===== src/rtl/fp32_pkg.sv =====
// Shared fp32 definitions: field layout, constants and divider state encoding.
package fp32_pkg;

    localparam int          EXP_BIAS = 127;
    localparam logic [31:0] QNAN     = 32'h7FC0_0000;
    localparam logic [31:0] POS_INF  = 32'h7F80_0000;

    // Quotient bits developed per division: 24 significand + 1 normalisation + 1 guard.
    localparam int          QBITS    = 26;

    typedef struct packed {
        logic        sign;
        logic [7:0]  exp;
        logic [22:0] frac;
    } fp32_t;

    typedef struct packed {
        logic invalid;
        logic div_by_zero;
        logic overflow;
        logic underflow;
    } div_flags_t;

    typedef enum logic [1:0] {
        IDLE,
        ITER,
        NORM,
        FIN
    } div_state_t;

endpackage


===== src/rtl/adder_10bit.sv =====
// 10-bit two's-complement adder with carry-in; used for all exponent arithmetic.
module adder_10bit (
    input  logic [9:0] a_i,
    input  logic [9:0] b_i,
    input  logic       cin_i,
    output logic [9:0] sum_o
);

    assign sum_o = a_i + b_i + {9'd0, cin_i};

endmodule


===== src/rtl/adder_24bit.sv =====
// 24-bit adder with carry-in and carry-out; used for the rounding increment.
module adder_24bit (
    input  logic [23:0] a_i,
    input  logic [23:0] b_i,
    input  logic        cin_i,
    output logic [23:0] sum_o,
    output logic        cout_o
);

    assign {cout_o, sum_o} = {1'b0, a_i} + {1'b0, b_i} + {24'd0, cin_i};

endmodule


===== src/rtl/sub_25bit.sv =====
// 25-bit ripple-carry subtractor: a - b as a + ~b + 1; carry-out 1 means a >= b.
module sub_25bit (
    input  logic [24:0] a_i,
    input  logic [24:0] b_i,
    output logic [24:0] diff_o,
    output logic        no_borrow_o
);

    logic carry;
    logic b_n;

    // Full-adder chain, LSB first, carry-in 1 with the subtrahend inverted.
    always_comb begin
        // NOTE: blocking assignments in combinational logic so 'carry' ripples
        // bit by bit within this single evaluation of the loop.
        carry  = 1'b1;
        b_n    = 1'b0;
        diff_o = '0;
        for (int i = 0; i < 25; i++) begin
            b_n       = ~b_i[i];
            diff_o[i] = a_i[i] ^ b_n ^ carry;
            carry     = (a_i[i] & b_n) | (carry & (a_i[i] ^ b_n));
        end
        no_borrow_o = carry;
    end

endmodule


===== src/rtl/fp32_div_seq.sv =====
// Iterative fp32 divider: restoring shift-subtract, one quotient bit per cycle,
// round-to-nearest-even, denormals flushed to zero, start/busy/done handshake.
import fp32_pkg::*;

module fp32_div_seq (
    input  logic        clk,
    input  logic        rst_n,
    input  logic        start,
    input  logic [31:0] a,
    input  logic [31:0] b,
    output logic        busy,
    output logic        done,
    output logic [31:0] result,
    output logic        invalid,
    output logic        div_by_zero,
    output logic        overflow,
    output logic        underflow
);

    localparam logic [4:0] CNT_LAST = 5'(QBITS - 1);

    div_state_t  state_q, state_d;
    logic [4:0]  cnt_q, cnt_d;
    logic [24:0] rem_q, rem_d;
    logic [25:0] quo_q, quo_d;
    logic [23:0] mb_q, mb_d;
    logic        sign_q, sign_d;
    logic [9:0]  exp_q, exp_d;
    logic [31:0] result_q, result_d;
    div_flags_t  flags_q, flags_d;

    fp32_t a_f, b_f;
    assign a_f = a;
    assign b_f = b;

    // ------------------------------------------------------------------
    // Operand classification and special-case result
    // ------------------------------------------------------------------
    logic        a_zero, a_inf, a_nan, b_zero, b_inf, b_nan, sign_ab;
    logic        spec_hit;
    logic [31:0] spec_res;
    div_flags_t  spec_flags;

    assign a_zero  = (a_f.exp == 8'h00);
    assign b_zero  = (b_f.exp == 8'h00);
    assign a_inf   = (a_f.exp == 8'hFF) && (a_f.frac == '0);
    assign b_inf   = (b_f.exp == 8'hFF) && (b_f.frac == '0);
    assign a_nan   = (a_f.exp == 8'hFF) && (a_f.frac != '0);
    assign b_nan   = (b_f.exp == 8'hFF) && (b_f.frac != '0);
    assign sign_ab = a_f.sign ^ b_f.sign;

    // Priority-ordered special-operand result; spec_hit bypasses the iteration.
    always_comb begin
        // NOTE: every output gets a default first so no path leaves it
        // unassigned, which would otherwise infer a latch.
        spec_hit   = a_nan | b_nan | a_inf | b_inf | a_zero | b_zero;
        spec_res   = '0;
        spec_flags = '0;
        if (a_nan || b_nan || (a_zero && b_zero) || (a_inf && b_inf)) begin
            spec_res           = QNAN;
            spec_flags.invalid = 1'b1;
        end else if (a_inf) begin
            spec_res = POS_INF | {sign_ab, 31'd0};
        end else if (b_inf) begin
            spec_res = {sign_ab, 31'd0};
        end else if (b_zero) begin
            spec_res               = POS_INF | {sign_ab, 31'd0};
            spec_flags.div_by_zero = 1'b1;
        end else if (a_zero) begin
            spec_res = {sign_ab, 31'd0};
        end
    end

    // Biased quotient exponent ea - eb + 127, 10-bit signed.
    logic [9:0] exp_diff, exp_init;

    adder_10bit u_exp_diff (
        .a_i   ({2'b00, a_f.exp}),
        .b_i   (~{2'b00, b_f.exp}),
        .cin_i (1'b1),
        .sum_o (exp_diff)
    );

    adder_10bit u_exp_bias (
        .a_i   (exp_diff),
        .b_i   (10'(EXP_BIAS)),
        .cin_i (1'b0),
        .sum_o (exp_init)
    );

    // ------------------------------------------------------------------
    // Trial subtraction for the restoring loop
    // ------------------------------------------------------------------
    logic [24:0] trial;
    logic        no_borrow;

    sub_25bit u_trial (
        .a_i         (rem_q),
        .b_i         ({1'b0, mb_q}),
        .diff_o      (trial),
        .no_borrow_o (no_borrow)
    );

    // ------------------------------------------------------------------
    // Normalisation and rounding of the developed quotient
    // ------------------------------------------------------------------
    logic        q_top, guard, sticky, round_up, sig_carry;
    logic [23:0] sig_pre, sig_rnd;
    logic [9:0]  exp_adj, exp_fin;
    logic [31:0] norm_res;
    div_flags_t  norm_flags;

    // Pick the 24 significand bits, guard and sticky depending on the leading bit.
    always_comb begin
        q_top    = quo_q[25];
        sig_pre  = q_top ? quo_q[25:2] : quo_q[24:1];
        guard    = q_top ? quo_q[1] : quo_q[0];
        sticky   = (q_top & quo_q[0]) | (|rem_q);
        round_up = guard & (sticky | sig_pre[0]);
        exp_adj  = q_top ? 10'd0 : 10'h3FF;
    end

    adder_24bit u_round (
        .a_i    (sig_pre),
        .b_i    (24'd0),
        .cin_i  (round_up),
        .sum_o  (sig_rnd),
        .cout_o (sig_carry)
    );

    // Exponent minus one when q[25]=0, plus one when rounding carries out.
    adder_10bit u_exp_norm (
        .a_i   (exp_q),
        .b_i   (exp_adj),
        .cin_i (sig_carry),
        .sum_o (exp_fin)
    );

    // Range check; a rounding carry leaves sig_rnd[22:0] all zero, i.e. 1.0.
    always_comb begin
        norm_res   = {sign_q, exp_fin[7:0], sig_rnd[22:0]};
        norm_flags = '0;
        if (!exp_fin[9] && (exp_fin >= 10'd255)) begin
            norm_res            = POS_INF | {sign_q, 31'd0};
            norm_flags.overflow = 1'b1;
        end else if (exp_fin[9] || (exp_fin == 10'd0)) begin
            norm_res             = {sign_q, 31'd0};
            norm_flags.underflow = 1'b1;
        end
    end

    // Bits that are provably zero or implied by normalisation.
    logic unused_bits;
    assign unused_bits = ^{sig_rnd[23], trial[24]};

    // ------------------------------------------------------------------
    // Control FSM
    // ------------------------------------------------------------------

    // State register.
    always_ff @(posedge clk or negedge rst_n) begin
        if (!rst_n) begin
            state_q <= IDLE;
        end else begin
            state_q <= state_d;
        end
    end

    // Next-state logic.
    always_comb begin
        state_d = state_q;
        case (state_q)
            IDLE:    if (start) state_d = spec_hit ? FIN : ITER;
            ITER:    if (cnt_q == CNT_LAST) state_d = NORM;
            NORM:    state_d = FIN;
            FIN:     state_d = IDLE;
            default: state_d = IDLE;
        endcase
    end

    // Handshake outputs decoded from the state.
    always_comb begin
        busy = (state_q != IDLE);
        done = (state_q == FIN);
    end

    // ------------------------------------------------------------------
    // Datapath
    // ------------------------------------------------------------------

    // Datapath next-state: capture on acceptance, iterate, then register the result.
    always_comb begin
        cnt_d    = cnt_q;
        rem_d    = rem_q;
        quo_d    = quo_q;
        mb_d     = mb_q;
        sign_d   = sign_q;
        exp_d    = exp_q;
        result_d = result_q;
        flags_d  = flags_q;
        case (state_q)
            IDLE: begin
                if (start) begin
                    flags_d = '0;
                    sign_d  = sign_ab;
                    exp_d   = exp_init;
                    mb_d    = {1'b1, b_f.frac};
                    rem_d   = {2'b01, a_f.frac};
                    quo_d   = '0;
                    cnt_d   = '0;
                    if (spec_hit) begin
                        result_d = spec_res;
                        flags_d  = spec_flags;
                    end
                end
            end
            ITER: begin
                rem_d = no_borrow ? {trial[23:0], 1'b0} : {rem_q[23:0], 1'b0};
                quo_d = {quo_q[24:0], no_borrow};
                cnt_d = cnt_q + 5'd1;
            end
            NORM: begin
                result_d = norm_res;
                flags_d  = norm_flags;
            end
            default: ;
        endcase
    end

    // Datapath registers.
    always_ff @(posedge clk or negedge rst_n) begin
        // NOTE: non-blocking assignments for all state so every register
        // samples the pre-edge values regardless of statement order.
        if (!rst_n) begin
            cnt_q    <= '0;
            rem_q    <= '0;
            quo_q    <= '0;
            mb_q     <= '0;
            sign_q   <= 1'b0;
            exp_q    <= '0;
            result_q <= '0;
            flags_q  <= '0;
        end else begin
            cnt_q    <= cnt_d;
            rem_q    <= rem_d;
            quo_q    <= quo_d;
            mb_q     <= mb_d;
            sign_q   <= sign_d;
            exp_q    <= exp_d;
            result_q <= result_d;
            flags_q  <= flags_d;
        end
    end

    assign result      = result_q;
    assign invalid     = flags_q.invalid;
    assign div_by_zero = flags_q.div_by_zero;
    assign overflow    = flags_q.overflow;
    assign underflow   = flags_q.underflow;

endmodule


===== config.mk =====
export PLATFORM = sky130hd
export DESIGN_NAME = fp32_div_seq
export DESIGN_NICKNAME = d
export VERILOG_FILES = /design/src/rtl/fp32_pkg.sv /design/src/rtl/adder_10bit.sv /design/src/rtl/adder_24bit.sv /design/src/rtl/sub_25bit.sv /design/src/rtl/fp32_div_seq.sv
export SDC_FILE = /design/constraint.sdc
export NUM_CORES = 1
export LEC_CHECK = 0
export CAP_MARGIN = 20
export CORE_AREA = 3 3 131 133
export DETAILED_ROUTE_END_ITERATION = 10
export DIE_AREA = 0 0 134 136
export GPL_ROUTABILITY_DRIVEN = 0
export GPL_TIMING_DRIVEN = 1
export PLACE_DENSITY_LB_ADDON = 0.25
export SETUP_SLACK_MARGIN = 0.02
export SLEW_MARGIN = 20
export SYNTH_ARGS = -nofsm -noshare
export SYNTH_HDL_FRONTEND = slang
export SYNTH_SLANG_ARGS = --single-unit
export TNS_END_PERCENT = 10

===== constraint.sdc =====
create_clock -name clk -period 10.3 [get_ports clk]
set_input_delay 2.06 -clock clk [delete_from_list [all_inputs] [get_ports clk]]
set_output_delay 2.06 -clock clk [all_outputs]
set_load 0.02 [all_outputs]

* After elaboration in Yosys (flattened, before gate mapping)
Cells that the tools add are included.
** Storage, ports and cells
- Input port bits :: 67
- Logic and storage cells :: 250
- Register bits after elaboration :: 129
** Operators by class
- Bitwise logic cells :: 157
- $lt $le $gt $ge :: 1
- Reductions and logical operators :: 29
- Mux-type cells :: 35
- Equal/unequal tests :: 9
- Add/subtract/negate cells :: 7
** Operators by type and width (number)
- $mux 32 :: 7
- $pmux 32 s2 :: 1
- $mux 31 :: 2
- $pmux 26 s2 :: 1
- $and 1x1->1 :: 50
- $mux 25 :: 2
- $pmux 25 s2 :: 1
- $xor 1x1->1 :: 48
- $logic_not 23->1 :: 2
- $reduce_bool 23->1 :: 2
- $or 1x1->1 :: 32
- $mux 26 :: 1
- $not 1->1 :: 26
- $add 24x1->25 :: 1
- $reduce_or 25->1 :: 1
- $mux 24 :: 1
- $eq 8x8->1 const B :: 2
- $logic_not 8->1 :: 2
- $add 10x1->10 :: 1
- $add 10x1->10 const B :: 1
- $add 10x10->10 :: 1
- $add 10x7->10 const B :: 1
- $add 8x10->10 :: 1
- $ge 10x8->1 const B :: 1
- other kinds (22) :: 50

* Logic depth before layout (Yosys ltp)
- Depth after elaboration :: 53
- Gate-level depth with buffers :: 33
- Mapped depth without buffers :: 33

* Cells and area by module
A second synthesis with hierarchy kept.
** Unflattened totals
- Cell total of the unflattened synthesis :: 963
- Area, all modules :: 9261.4 sq um
** By module, submodules not included
- fp32_div_seq :: area each 6012.0 sq um, sequential area each 3228.1 sq um, instances 1, cells each 540
- adder_24bit :: area each 1356.3 sq um, sequential area each 0.0 sq um, instances 1, cells each 184
- adder_10bit :: area each 401.6 sq um, sequential area each 0.0 sq um, instances 3, cells each 54
- sub_25bit :: area each 688.2 sq um, sequential area each 0.0 sq um, instances 1, cells each 77

* Least setup slack after synthesis
Ideal clock, no wire load.
- Kind :: register to register
- Start point :: register rem_q[0]
- End point :: register rem_q[10]
- Library setup time :: 0.137 ns
- Stages on the path, launching flop included :: 34
- Data arrival time :: 9.653 ns
- Clock period less this slack :: 9.790 ns
- Path slack :: 0.510 ns
- Cell sequence :: dfrtp_1 -> inv_1 -> ha_1 -> fa_1 -> fa_1 -> fa_1 -> fa_1 -> fa_1 -> fa_1 -> fa_1 -> fa_1 -> fa_1 -> fa_1 -> fa_1 -> fa_1 -> fa_1 -> fa_1 -> fa_1 -> fa_1 -> fa_1 -> fa_1 -> fa_1 -> fa_1 -> inv_1 -> fa_1 -> fa_1 -> inv_1 -> fa_1 -> nor2b_1 -> clkbuf_1 -> nand2_1 -> o21ai_0 -> mux2i_1 -> a21oi_1
** On the way
- Longest elaborated chain between the ends :: 52
- Elaborated cells between the ends (all ways) :: 54
- Classes of those cells :: mux: 2; bitwise: 52
** RTL lines
- start: declaration :: line fp32_div_seq.sv:24 : logic [24:0] rem_q, rem_d;
- start signal: assignment :: line fp32_div_seq.sv:245 : rem_q <= rem_d;
- $and 1x1->1 / $xor 1x1->1 (equally long branches) :: line sub_25bit.sv:22 : carry = (a_i[i] & b_n) | (carry & (a_i[i] ^ b_n));
- $or 1x1->1 (*) :: line sub_25bit.sv:22
- $and 1x1->1 (*) :: line sub_25bit.sv:22
- $or 1x1->1 (*) :: line sub_25bit.sv:22
- $and 1x1->1 (*) :: line sub_25bit.sv:22
- $or 1x1->1 (*) :: line sub_25bit.sv:22
- $and 1x1->1 (*) :: line sub_25bit.sv:22
- $or 1x1->1 (*) :: line sub_25bit.sv:22
- (+36 left out)
- $and 1x1->1 :: line sub_25bit.sv:22
- $or 1x1->1 :: line sub_25bit.sv:22
- $and 1x1->1 :: line sub_25bit.sv:22
- $or 1x1->1 :: line sub_25bit.sv:22
- $and 1x1->1 :: line sub_25bit.sv:22
- $or 1x1->1 :: line sub_25bit.sv:22
- $mux 25 (*) :: line fp32_div_seq.sv:218 : rem_d = no_borrow ? {trial[23:0], 1'b0} : {rem_q[23:0], 1'b0};
- $pmux 25 s2 (*) :: line fp32_div_seq.sv:201 : case (state_q)
Every way passes the cells marked *; elsewhere a longest branch is shown, timed or not.
A chain may end at the register's enable or synchronous reset.

* Worst setup path after layout
- Start point :: register rem_q[0]
- End point :: register rem_q[14]
** On the way
- Longest elaborated chain between the ends :: 52
- Elaborated cells between the ends (all ways) :: 54
- Classes of those cells :: mux: 2; bitwise: 52
** RTL lines (line)
- $and 1x1->1 / $xor 1x1->1 (equally long branches) :: sub_25bit.sv:22
- $or 1x1->1 (*) :: sub_25bit.sv:22
- $and 1x1->1 (*) :: sub_25bit.sv:22
- $or 1x1->1 (*) :: sub_25bit.sv:22
- $and 1x1->1 (*) :: sub_25bit.sv:22
- $or 1x1->1 (*) :: sub_25bit.sv:22
- $and 1x1->1 (*) :: sub_25bit.sv:22
- $or 1x1->1 (*) :: sub_25bit.sv:22
- (+36 left out)
- $and 1x1->1 :: sub_25bit.sv:22
- $or 1x1->1 :: sub_25bit.sv:22
- $and 1x1->1 :: sub_25bit.sv:22
- $or 1x1->1 :: sub_25bit.sv:22
- $and 1x1->1 :: sub_25bit.sv:22
- $or 1x1->1 :: sub_25bit.sv:22
- $mux 25 (*) :: fp32_div_seq.sv:218
- $pmux 25 s2 (*) :: fp32_div_seq.sv:201
Marked as above.

==> metrics.md <==
| Metric | Value |
|---|---|
| Max Fanout on Critical Path | `14` |
| CP max-delay cell | `fa_1` |
| WL final | `19.51 mm` |
| Fin crit period | `9.984 ns` |
| Clock Latency Late Sink | `0.43 ns` |
| Setup TNS | `0 ns` |
| Sink Count | `129` |
| Fin. max-slew vios | `0` |
| Chip height | `136 um` |
| Synth cell types | `64` |
| Slew headroom | `29.60%` |
| Root Driver | `clkbuf_16` |
| # diodes | `0` |
| #FFs+latches synth | `129` |
| Max rail drop VDD | `0.1366 mV` |
| Ys async rst share | `100.0%` |
| Avg Inst Size Synth | `9.782 um2` |
| Initial Util | `51.36%` |
| Die Span X | `134 um` |
| Post-cts hold buffer count | `0` |
| Final hold violation count | `0` |
| Max-cap viol count | `0` |
| Pin count of the biggest net entering global routing | `50` |
| Die area | `0.01822 mm2` |
| WP data required | `10.65 ns` |
| Yosys top cell area share | `39.43%` |
| Core ar. | `0.01594 mm2` |
| Clock tree from TritonCTS | `yes` |
| Layout cells sized above 1 | `10.87%` |
| PortBufs | `104` |
| Comb power frac | `47.8%` |
| Site Rows | `46` |
| Vias in the first global route | `6492` |
| Status | `finished clean` |
| Vias per inst | `5.638` |
| GR Util All Layers | `22.27%` |
| First-pass GRT wire length | `32.46 mm` |
| Grt total ovfl | `0` |
| Top_reg_cell synth | `dfrtp_1` |
| Crit-path max cell delay | `0.41 ns` |
| Register area share after synthesis | `39.43%` |
| Net Sw Frac | `40.33%` |
| YS warnings | `0` |
| Critical Path End Type | `register` |
| P per Cell Area | `297.7 mW/mm2` |
| Final hold slack | `0.4824 ns` |
| Worst Skew | `0.007440 ns` |
| Post-synth EDFFs | `0` |
| IO Count | `105` |
| Cell taking the most area after synthesis | `dfrtp_1` |
| Top cell by count, worst path | `fa_1` |
| Clock Tree Buf Depth | `2` |
| Layout Nets | `1049` |
| CTS Buf Count | `17` |
| Clock transition at the registers of the reported paths | `0.06 ns` |
| Syn nets | `961` |
| Seq pwr share | `28.9%` |
| Slew @ Worst Pin | `1.052 ns` |
| Max Clock Freq | `100.2 MHz` |
| Net Switching | `1.216 mW` |
| Most frequent cells in the layout | `dfrtp_1 (129), clkdlybuf4s50_1 (103), nand2_1 (71), nor2_1 (53), o21ai_0 (53)` |
| Final setup fails | `0` |
| Internal power | `1.798 mW` |
| Tcrit/Tclk final | `96.93%` |
| Fin util | `63.49%` |
| Violation count after the first detailed-route iteration | `424` |
| Post-DP HPWL | `14.13 mm` |
| H-tree levels | `4` |
| Crit path kind | `register to register` |
| Pleak | `4.334 nW` |
| DR WL/cell | `16.91 um` |
| Area growth, synth to finish | `23.62%` |
| Final antenna-violating net count | `0` |
| Via count | `6506` |
| Startpoint types | `register` |
| Clock network fraction of design power | `23.4%` |
| Mapped Cells | `837` |
| Fillers | `1356` |
| Critical path data arrival time | `10.33 ns` |
| Synth area leaders | `dfrtp_1 (39%), fa_1 (6.4%), mux2i_1 (4.9%)` |
| Unrepaired setup endpoints after global routing | `false` |
| Mapped Area | `0.008188 mm2` |
| DRT Pass-1 Iters | `5` |
| HP Class | `register to register` |
| Residual DRC | `0` |
| Commonest non-fill, non-tap cell in the layout | `dfrtp_1` |
| Initial antenna violation count | `0` |
-- through the flow --
stage | setup slack, ns | power [mW] | instance area (um2) | cells
floorplan | 0.5096 | 1.874 | 8188 | 837
global placement | 0.2092 | 2.231 | 9397 | 1121
detailed placement | 0.03543 | 2.269 | 9397 | 1121
CTS | 0.07150 | 3.010 | 10100 | 1153
global route | 0.03354 | 3.262 | 10120 | 1154
finish | 0.3163 | 3.014 | 10120 | 1154
-- what timing repair did --
action	4_1_cts	5_1_grt
buffers inserted	0	1
setup endpoints to repair	20	23
gates resized for setup	4	6
-- cell usage after synthesis, types with 3 or more instances --
master,count
o21a_1,3
nor2b_1,6
a21oi_1,48
fa_1,26
or2_2,3
or3_1,3
xor2_1,36
or4_1,4
nor2_1,54
nor4_1,22
nor3b_1,4
nand2b_1,5
a21boi_0,4
nand2_1,72
xnor2_1,14
a21o_1,5
clkbuf_1,36
o21ai_0,54
buf_1,7
and2_1,4
mux2i_1,40
and4_1,3
o22ai_1,4
dfrtp_1,129
nand3_1,25
mux2_2,33
nand4_1,14
a22o_1,44
inv_1,50
ha_1,31
nor3_1,11
-- critical path, delay by kind of cell (launching register included) --
family	cells	cell delay, ns
AOI/OAI and AO/OA	2	0.36
adders and majority gates	24	8.47
buffers and inverters	4	0.39
DFF	1	0.36
muxes	1	0.12
and+or+nand+nor	1	0.19
-- final cells by class --
cell class,instances,area (um2),area share (%)
clock inverters,9,200.2,1.978
multi-input cells,610,4612,45.56
flip-flops and latches,129,3228,31.89
inverters,50,187.7,1.854
well taps,216,270.3,2.670
repair buffers,117,1136,11.22
clock buffers,23,488.0,4.821
-- layer usage --
layer	track usage [%]	part of all wire (%)	vias to the layer above
met5	0	0	-
met4	6.457	1.4	0
met3	4.589	5.2	25
met2	36.95	49	180
met1	29.73	45	3144
li1	-	-	3157
-- power groups by stage --
stage	combinational, mW	clock (mW)	sequential (mW)
finish	1.44	0.704	0.870
global route	1.63	0.731	0.898
CTS	1.43	0.711	0.869
detailed placement	1.39	0	0.875
global placement	1.36	0	0.867
floorplan	1.04	0	0.836
-- kinds of logic (layout without fill, tap and decap cells) --
group                      count (synthesis)  after routing  share of synthesized area (%)
AOI/OAI and AO/OA                        190            190                          15.45
xor gates and xnor gates                  50             50                          5.348
adders and majority gates                 57             57                          11.09
buffers and inverters                     98            199                          4.753
DFF                                      129            129                          39.43
muxes                                     73             73                          9.428
and+or+nand+nor                          240            240                          14.50
-- path summary, 6_finish.rpt --
check,start,endpoint,slack (ns),cells after the start
setup / recovery,rem_q[0]$_DFFE_PN0P_,rem_q[14]$_DFFE_PN0P_,0.32,32
hold / removal,sign_q$_DFFE_PN0P_,sign_q$_DFFE_PN0P_,0.48,2
setup reg to reg,rem_q[0]$_DFFE_PN0P_,rem_q[14]$_DFFE_PN0P_,0.32,32
hold reg to reg,sign_q$_DFFE_PN0P_,sign_q$_DFFE_PN0P_,0.48,2
max in group asynchronous,rst_n,div_by_zero$_DFFE_PN0P_,7.66,2
min in group asynchronous,rst_n,result[15]$_DFFE_PN0P_,1.62,1
-- flip-flops by register name, indices dropped and copies added (netlist names) --
register and count:
result 32, sign_q 1, mb_q 24, cnt_q 5, overflow 1, exp_q 10
invalid 1, div_by_zero 1, quo_q 26, underflow 1, rem_q 25, state_q 2
(Power assumes the default switching activity.)
